$ cat src/rtl/per2axi_req_buffer.sv
// Purpose : registered request stage from the peripheral slave port onto AXI4 AW/W/AR.
// Latency : AXI valids assert the cycle after the grant; next grant no earlier than 2 cycles later.
// Backpress: grant only in IDLE and below the per-direction outstanding limit; valids are held
//            with stable payload until their own handshake and never depend on a ready.
// Ports   : per_slave_* request/grant in, axi_axuser_i per-core user table,
//           axi_master_{aw,w,ar}_* AXI channels, trans_{r,b}_done_i response retire pulses,
//           trans_{req,id,add}_o report of each AR handshake to the response side.
module per2axi_req_buffer #(
  parameter int NB_CORES        = 4,
  parameter int PER_ADDR_WIDTH  = 32,
  parameter int PER_ID_WIDTH    = 5,
  parameter int AXI_ADDR_WIDTH  = 32,
  parameter int AXI_DATA_WIDTH  = 64,
  parameter int AXI_USER_WIDTH  = 6,
  parameter int AXI_ID_WIDTH    = 3,
  parameter int MAX_OUTSTANDING = 4,
  parameter int AXI_STRB_WIDTH  = AXI_DATA_WIDTH/8
) (
  input  logic                             clk_i,
  input  logic                             rst_ni,

  input  logic                             per_slave_req_i,
  input  logic [PER_ADDR_WIDTH-1:0]        per_slave_add_i,
  input  logic                             per_slave_we_i,
  input  logic [5:0]                       per_slave_atop_i,
  input  logic [31:0]                      per_slave_wdata_i,
  input  logic [3:0]                       per_slave_be_i,
  input  logic [PER_ID_WIDTH-1:0]          per_slave_id_i,
  output logic                             per_slave_gnt_o,

  input  logic [NB_CORES*AXI_USER_WIDTH-1:0] axi_axuser_i,

  output logic                             axi_master_aw_valid_o,
  output logic [AXI_ADDR_WIDTH-1:0]        axi_master_aw_addr_o,
  output logic [2:0]                       axi_master_aw_prot_o,
  output logic [3:0]                       axi_master_aw_region_o,
  output logic [7:0]                       axi_master_aw_len_o,
  output logic [2:0]                       axi_master_aw_size_o,
  output logic [1:0]                       axi_master_aw_burst_o,
  output logic                             axi_master_aw_lock_o,
  output logic [3:0]                       axi_master_aw_cache_o,
  output logic [3:0]                       axi_master_aw_qos_o,
  output logic [AXI_ID_WIDTH-1:0]          axi_master_aw_id_o,
  output logic [AXI_USER_WIDTH-1:0]        axi_master_aw_user_o,
  input  logic                             axi_master_aw_ready_i,

  output logic                             axi_master_w_valid_o,
  output logic [AXI_DATA_WIDTH-1:0]        axi_master_w_data_o,
  output logic [AXI_STRB_WIDTH-1:0]        axi_master_w_strb_o,
  output logic [AXI_USER_WIDTH-1:0]        axi_master_w_user_o,
  output logic                             axi_master_w_last_o,
  input  logic                             axi_master_w_ready_i,

  output logic                             axi_master_ar_valid_o,
  output logic [AXI_ADDR_WIDTH-1:0]        axi_master_ar_addr_o,
  output logic [2:0]                       axi_master_ar_prot_o,
  output logic [3:0]                       axi_master_ar_region_o,
  output logic [7:0]                       axi_master_ar_len_o,
  output logic [2:0]                       axi_master_ar_size_o,
  output logic [1:0]                       axi_master_ar_burst_o,
  output logic                             axi_master_ar_lock_o,
  output logic [3:0]                       axi_master_ar_cache_o,
  output logic [3:0]                       axi_master_ar_qos_o,
  output logic [AXI_ID_WIDTH-1:0]          axi_master_ar_id_o,
  output logic [AXI_USER_WIDTH-1:0]        axi_master_ar_user_o,
  input  logic                             axi_master_ar_ready_i,

  input  logic                             trans_r_done_i,
  input  logic                             trans_b_done_i,
  output logic                             trans_req_o,
  output logic [AXI_ID_WIDTH-1:0]          trans_id_o,
  output logic [AXI_ADDR_WIDTH-1:0]        trans_add_o
);

  // riscv_defines atomic opcodes that map onto AXI exclusive access
  localparam logic [5:0] AMO_LR = 6'h02;
  localparam logic [5:0] AMO_SC = 6'h03;

  localparam int OFF_W  = $clog2(AXI_STRB_WIDTH);
  localparam int LANE_W = (OFF_W > 2) ? OFF_W - 2 : 1;
  localparam int CNT_W  = $clog2(MAX_OUTSTANDING + 1);
  localparam logic [CNT_W-1:0] MAX_CNT = CNT_W'(MAX_OUTSTANDING);

  typedef enum logic [1:0] {IDLE, RD, WR} state_t;

  state_t                      state;
  logic                        aw_pend, w_pend;
  logic [CNT_W-1:0]            rd_cnt, wr_cnt;

  logic [AXI_ADDR_WIDTH-1:0]   addr_q;
  logic [2:0]                  size_q;
  logic [AXI_ID_WIDTH-1:0]     id_q;
  logic [AXI_USER_WIDTH-1:0]   user_q;
  logic                        lock_q;
  logic [AXI_DATA_WIDTH-1:0]   data_q;
  logic [AXI_STRB_WIDTH-1:0]   strb_q;

  logic [LANE_W-1:0]           lane;
  logic [AXI_DATA_WIDTH-1:0]   data_dec;
  logic [AXI_STRB_WIDTH-1:0]   strb_dec;
  logic [2:0]                  size_dec;
  logic [AXI_ID_WIDTH-1:0]     id_dec;
  logic [AXI_USER_WIDTH-1:0]   user_dec;
  logic                        lock_dec;

  logic                        ar_hs, aw_hs, w_hs, rd_dec, wr_dec, req_hs;

  // 32-bit lane inside the AXI data word; a 32-bit bus has a single lane
  generate
    if (OFF_W > 2) begin : g_lane
      assign lane = per_slave_add_i[OFF_W-1:2];
    end else begin : g_nolane
      assign lane = '0;
    end
  endgenerate

  always_comb begin
    data_dec = '0;
    strb_dec = '0;
    data_dec[32*lane +: 32] = per_slave_wdata_i;
    strb_dec[4*lane +: 4]   = per_slave_be_i;
  end

  always_comb begin
    case (per_slave_be_i)
      4'b0001, 4'b0010, 4'b0100, 4'b1000: size_dec = 3'd0;
      4'b0011, 4'b0110, 4'b1100:          size_dec = 3'd1;
      default:                            size_dec = 3'd2;
    endcase
  end

  // Highest set bit of the one-hot requester ID wins; later iterations override
  always_comb begin
    id_dec = '0;
    for (int i = 0; i < PER_ID_WIDTH; i++) begin
      if (per_slave_id_i[i]) id_dec = AXI_ID_WIDTH'(i);
    end
  end

  // IDs beyond the core table (e.g. a non-core requester) get a zero user field
  always_comb begin
    user_dec = '0;
    for (int i = 0; i < NB_CORES; i++) begin
      if (32'(id_dec) == i) user_dec = axi_axuser_i[i*AXI_USER_WIDTH +: AXI_USER_WIDTH];
    end
  end

  assign lock_dec = per_slave_we_i ? (per_slave_atop_i == AMO_LR)
                                   : (per_slave_atop_i == AMO_SC);

  assign per_slave_gnt_o = (state == IDLE) &&
                           (per_slave_we_i ? (rd_cnt < MAX_CNT) : (wr_cnt < MAX_CNT));
  assign req_hs = per_slave_req_i && per_slave_gnt_o;

  assign axi_master_ar_valid_o = (state == RD);
  assign axi_master_aw_valid_o = (state == WR) && aw_pend;
  assign axi_master_w_valid_o  = (state == WR) && w_pend;

  assign ar_hs = axi_master_ar_valid_o && axi_master_ar_ready_i;
  assign aw_hs = axi_master_aw_valid_o && axi_master_aw_ready_i;
  assign w_hs  = axi_master_w_valid_o  && axi_master_w_ready_i;

  always_ff @(posedge clk_i or negedge rst_ni) begin
    if (!rst_ni) begin
      state   <= IDLE;
      aw_pend <= 1'b0;
      w_pend  <= 1'b0;
      addr_q  <= '0;
      size_q  <= '0;
      id_q    <= '0;
      user_q  <= '0;
      lock_q  <= 1'b0;
      data_q  <= '0;
      strb_q  <= '0;
    end else begin
      case (state)
        IDLE: begin
          if (req_hs) begin
            addr_q <= per_slave_add_i;
            size_q <= size_dec;
            id_q   <= id_dec;
            user_q <= user_dec;
            lock_q <= lock_dec;
            data_q <= data_dec;
            strb_q <= strb_dec;
            if (per_slave_we_i) begin
              state <= RD;
            end else begin
              state   <= WR;
              aw_pend <= 1'b1;
              w_pend  <= 1'b1;
            end
          end
        end
        RD: begin
          if (ar_hs) state <= IDLE;
        end
        WR: begin
          if (aw_hs) aw_pend <= 1'b0;
          if (w_hs)  w_pend  <= 1'b0;
          // leave once each channel is either already done or completing now
          if ((!aw_pend || aw_hs) && (!w_pend || w_hs)) state <= IDLE;
        end
        default: state <= IDLE;
      endcase
    end
  end

  // Retire pulses arriving with an empty count are dropped rather than wrapping
  assign rd_dec = trans_r_done_i && (rd_cnt != '0);
  assign wr_dec = trans_b_done_i && (wr_cnt != '0);

  always_ff @(posedge clk_i or negedge rst_ni) begin
    if (!rst_ni) begin
      rd_cnt <= '0;
      wr_cnt <= '0;
    end else begin
      if (ar_hs && !rd_dec)      rd_cnt <= rd_cnt + 1'b1;
      else if (!ar_hs && rd_dec) rd_cnt <= rd_cnt - 1'b1;
      if (aw_hs && !wr_dec)      wr_cnt <= wr_cnt + 1'b1;
      else if (!aw_hs && wr_dec) wr_cnt <= wr_cnt - 1'b1;
    end
  end

  assign axi_master_aw_addr_o   = addr_q;
  assign axi_master_aw_prot_o   = '0;
  assign axi_master_aw_region_o = '0;
  assign axi_master_aw_len_o    = '0;
  assign axi_master_aw_size_o   = size_q;
  assign axi_master_aw_burst_o  = 2'b00;
  assign axi_master_aw_lock_o   = lock_q;
  assign axi_master_aw_cache_o  = '0;
  assign axi_master_aw_qos_o    = '0;
  assign axi_master_aw_id_o     = id_q;
  assign axi_master_aw_user_o   = user_q;

  assign axi_master_w_data_o    = data_q;
  assign axi_master_w_strb_o    = strb_q;
  assign axi_master_w_user_o    = '0;
  assign axi_master_w_last_o    = axi_master_w_valid_o;

  assign axi_master_ar_addr_o   = addr_q;
  assign axi_master_ar_prot_o   = '0;
  assign axi_master_ar_region_o = '0;
  assign axi_master_ar_len_o    = '0;
  assign axi_master_ar_size_o   = size_q;
  assign axi_master_ar_burst_o  = 2'b00;
  assign axi_master_ar_lock_o   = lock_q;
  assign axi_master_ar_cache_o  = '0;
  assign axi_master_ar_qos_o    = '0;
  assign axi_master_ar_id_o     = id_q;
  assign axi_master_ar_user_o   = user_q;

  assign trans_req_o = ar_hs;
  assign trans_id_o  = id_q;
  assign trans_add_o = addr_q;

endmodule

$ cat config.mk
export PLATFORM = sky130hd
export DESIGN_NAME = per2axi_req_buffer
export DESIGN_NICKNAME = d
export VERILOG_FILES = /design/src/rtl/per2axi_req_buffer.sv
export SDC_FILE = /design/constraint.sdc
export NUM_CORES = 1
export LEC_CHECK = 0
export ABC_AREA = 0
export BUFFER_PORTS_ARGS = -buffer_cell sky130_fd_sc_hd__buf_2
export CAP_MARGIN = 30
export CORE_MARGIN = 5
export CORE_UTILIZATION = 35
export CTS_CLUSTER_SIZE = 30
export DETAILED_ROUTE_END_ITERATION = 16
export PLACE_DENSITY_LB_ADDON = 0.1
export SETUP_SLACK_MARGIN = 0.4
export SKIP_LAST_GASP = 1
export SLEW_MARGIN = 20
export SYNTH_ARGS = -nofsm -noshare
export SYNTH_HDL_FRONTEND = slang
export SYNTH_SLANG_ARGS = --single-unit
$ cat constraint.sdc
create_clock -name clk_i -period 3.65 [get_ports clk_i]
set_clock_uncertainty 0.1 [all_clocks]
set_input_delay 0.365 -clock clk_i [delete_from_list [all_inputs] [get_ports clk_i]]
set_output_delay 0.365 -clock clk_i [all_outputs]
set_load 0.03 [all_outputs]
==> results.ini <==
[status]
outcome = complete, no violations

[die]
rows = 49
die_area_mm2 = 0.02117
start_util_pct = 35.65
die_w_um = 145.5
core_mm2 = 0.01802
die_h_um = 145.5
ios = 371

[worst_setup_path]
critPathCaptureType = flip-flop
critPathMaxFanout = 72
cp.arrival_ns = 2.47
crit_type = reg -> reg
required_ns = 3.83
start_kind = flip-flop

[placed_design]
hpwl_mm = 13.47
portBuffers = 311
dp_cells = 1143
dpl_cell_area_mm2 = 0.007322
finalWeightedCongestion = 0.7623

[timing]
hold_viol = 0
relSlewSlack_pct = 48.27
fmaxAchievable_ghz = 0.4358
tightest_slew_ns = 0.7759
min_period_over_period_pct = 62.87
min_period_ns = 2.295
finalMaxSlewViolations = 0
setup_viol = 0
tns_ns = 0
rsz0062_at_grt = false

[global_routing]
grt_max_degree = 73
grt_pass1_vias = 5372
overflow = 0
grt_pass1_wl_mm = 29.28
grt_use_total_pct = 17.02
antenna_found_initial = 0

[synthesis]
synth_top_family_by_area = simple AND/OR/NAND/NOR gates
ys_warn_count = 0
syn_avg_cell_area_um2 = 8.975
synth_simple_gate_area_share_pct = 21.50
synthCells = 716
yosys_register_bits = 126
synth_fa_ha_area_share_pct = 1.012
synth_cell_types = 30
ys_seq_area_share_pct = 49.07
synthMuxAreaShare_pct = 0.5062
synth_area_mm2 = 0.006426
synth-xor-area-share_pct = 1.090
synth-compound-area-share_pct = 6.737

[drt]
wl_per_cell_um = 15.42
first_iter_violations = 143
ant_nets = 0
drt-total-wl_mm = 18.14
drc = 0
vias = 5122
via_per_inst = 4.355
dr.pass1.iters = 4

[clock_tree]
cts_hold_buf = 1
h-tree-depth = 4
cts_tree = done
cts-root-buf = clkbuf_16
postCtsSetupRepairBufs = 0
clockBufferDepth = 2
cts.sinks = 126
clkTransAtPathRegs_ns = 0.06
numCtsBuffers = 17
worstSkewPairLatency_ns = 0.41
cts_resized = 0

[final_layout]
final_cell_mix = buf_2 (310), nand2_1 (224), dfrtp_1 (126), conb_1 (58), o21ai_0 (51)
drive_gt1_share_pct = 37.28
final_common_cell = buf_2
layout.nets = 1050
fin_util_pct = 43.84
stdcell_count = 1176
design_area_mm2 = 0.007901
area_delta_synth_final_pct = 22.96
antenna_cells = 0

[pwr]
p_per_area_mw_per_mm2 = 1118
worst_ir_drop_vdd_uv = 582.1
p_leak_nw = 4.508

[hold_path]
min_path_type = in -> reg

[flow_run]
maxCapViolCount = 0

## worst paths after layout
kind | start | endpoint | slack (ns) | depth (start not counted)
setup / recovery | wr_cnt[2] | axi_master_w_data_o[19] | 1.36 | 5
hold reg to reg | axi_master_w_data_o[47] | axi_master_w_data_o[47] | 0.36 | 2
max in group asynchronous | rst_ni | axi_master_w_data_o[55] | 2.27 | 3
hold / removal | per_slave_add_i[9] | axi_master_ar_addr_o[9] | 0.04 | 3
setup reg to reg | wr_cnt[2] | axi_master_w_data_o[19] | 1.36 | 5
min in group asynchronous | rst_ni | wr_cnt[0] | 0.42 | 2
## per-stage QoR
| step | power [W] | hold WS [ns] | worst slack (ns) |
|---|---|---|---|
| final | 0.008837 | 0.04116 | 1.355 |
| after floorplan | 0.006393 | -0.03059 | 1.178 |
| after global placement | 0.007325 | 0.3330 | 1.175 |
| after detailed placement | 0.007346 | 0.3363 | 1.175 |
| after CTS | 0.008999 | 0.02226 | 1.279 |
| after global routing | 0.009471 | 0.02099 | 1.089 |
## logic make-up (layout without fill, tap and decap cells)
family                   after synthesis  in the layout
AND/OR/NAND/NOR                      320            320
buffers and inverters                180            354
XOR/XNOR                               8              8
other                                  1             58
flip-flops                           126            126
AO/OA/AOI/OAI                         74             74
adder cells (fa/ha/maj)                4              4
multiplexers                           3              3
## cell type report
type / count / area (um2)
flip-flops and latches: 126 / 3153
fillers: 1864 / 10120
clock inverters: 13 / 116.4
clock buffers: 19 / 452.9
multi-input cells: 467 / 2213
inverters: 5 / 18.77
well taps: 229 / 286.5
repair buffers: 317 / 1660
## where the power goes
part           switching (W)  internal (W)
combinational        0.00349       0.00118
clock               0.000632      0.000971
sequential          0.000490       0.00208
## flip-flops by register name, indices dropped and copies added, names as in the netlist
name	cells
axi_master_ar_addr_o	32
axi_master_ar_size_o	2
w_pend	1
state	2
aw_pend	1
rd_cnt	3
axi_master_w_data_o	64
axi_master_ar_id_o	3
axi_master_ar_user_o	6
axi_master_ar_lock_o	1
axi_master_w_strb_o	8
wr_cnt	3
## Yosys cell counts
cell type  number  share of area, %
buf_6           9               1.6
xnor2_1         2              0.27
conb_1          1             0.058
mux2_2          2              0.35
nand2b_1       37               3.6
nor2_1          8              0.47
o22ai_1         1             0.097
o32a_1          1              0.16
dfrtp_1       126                49
clkbuf_1       11              0.64
and3_1          2              0.19
nor2b_1         3              0.29
a2bb2oi_1       6              0.82
buf_2          15               1.2
xor2_1          6              0.82
nand2_1       224                13
fa_1            2              0.62
inv_1           5              0.29
ha_1            2              0.39
o21ai_0        51               4.0
and2_1          4              0.39
nand3_1        39               3.0
a21oi_1         4              0.31
a31oi_1         1             0.097
a221oi_1        6              0.82
o31ai_1         4              0.47
nor4b_2         1              0.23
nor4_1          2              0.19
buf_4         140                16
mux2i_1         1              0.16
## layer usage
metal | track usage, % | vias up | wire, um
met4 | 5.317 | 0 | 371
met2 | 28.32 | 215 | 8796
met3 | 8.845 | 26 | 1890
li1 | - | 2527 | -
met5 | 0 | - | 0
met1 | 18.95 | 2354 | 7081
## worst max-delay path, stage by stage, from the launching register on
cell and delay, ns:
dfrtp_1 0.42, mux2i_1 0.29, nand3_4 0.62, buf_4 0.49, nand2_1 0.10, o21ai_0 0.08
Power figures use the tool's default switching activity.
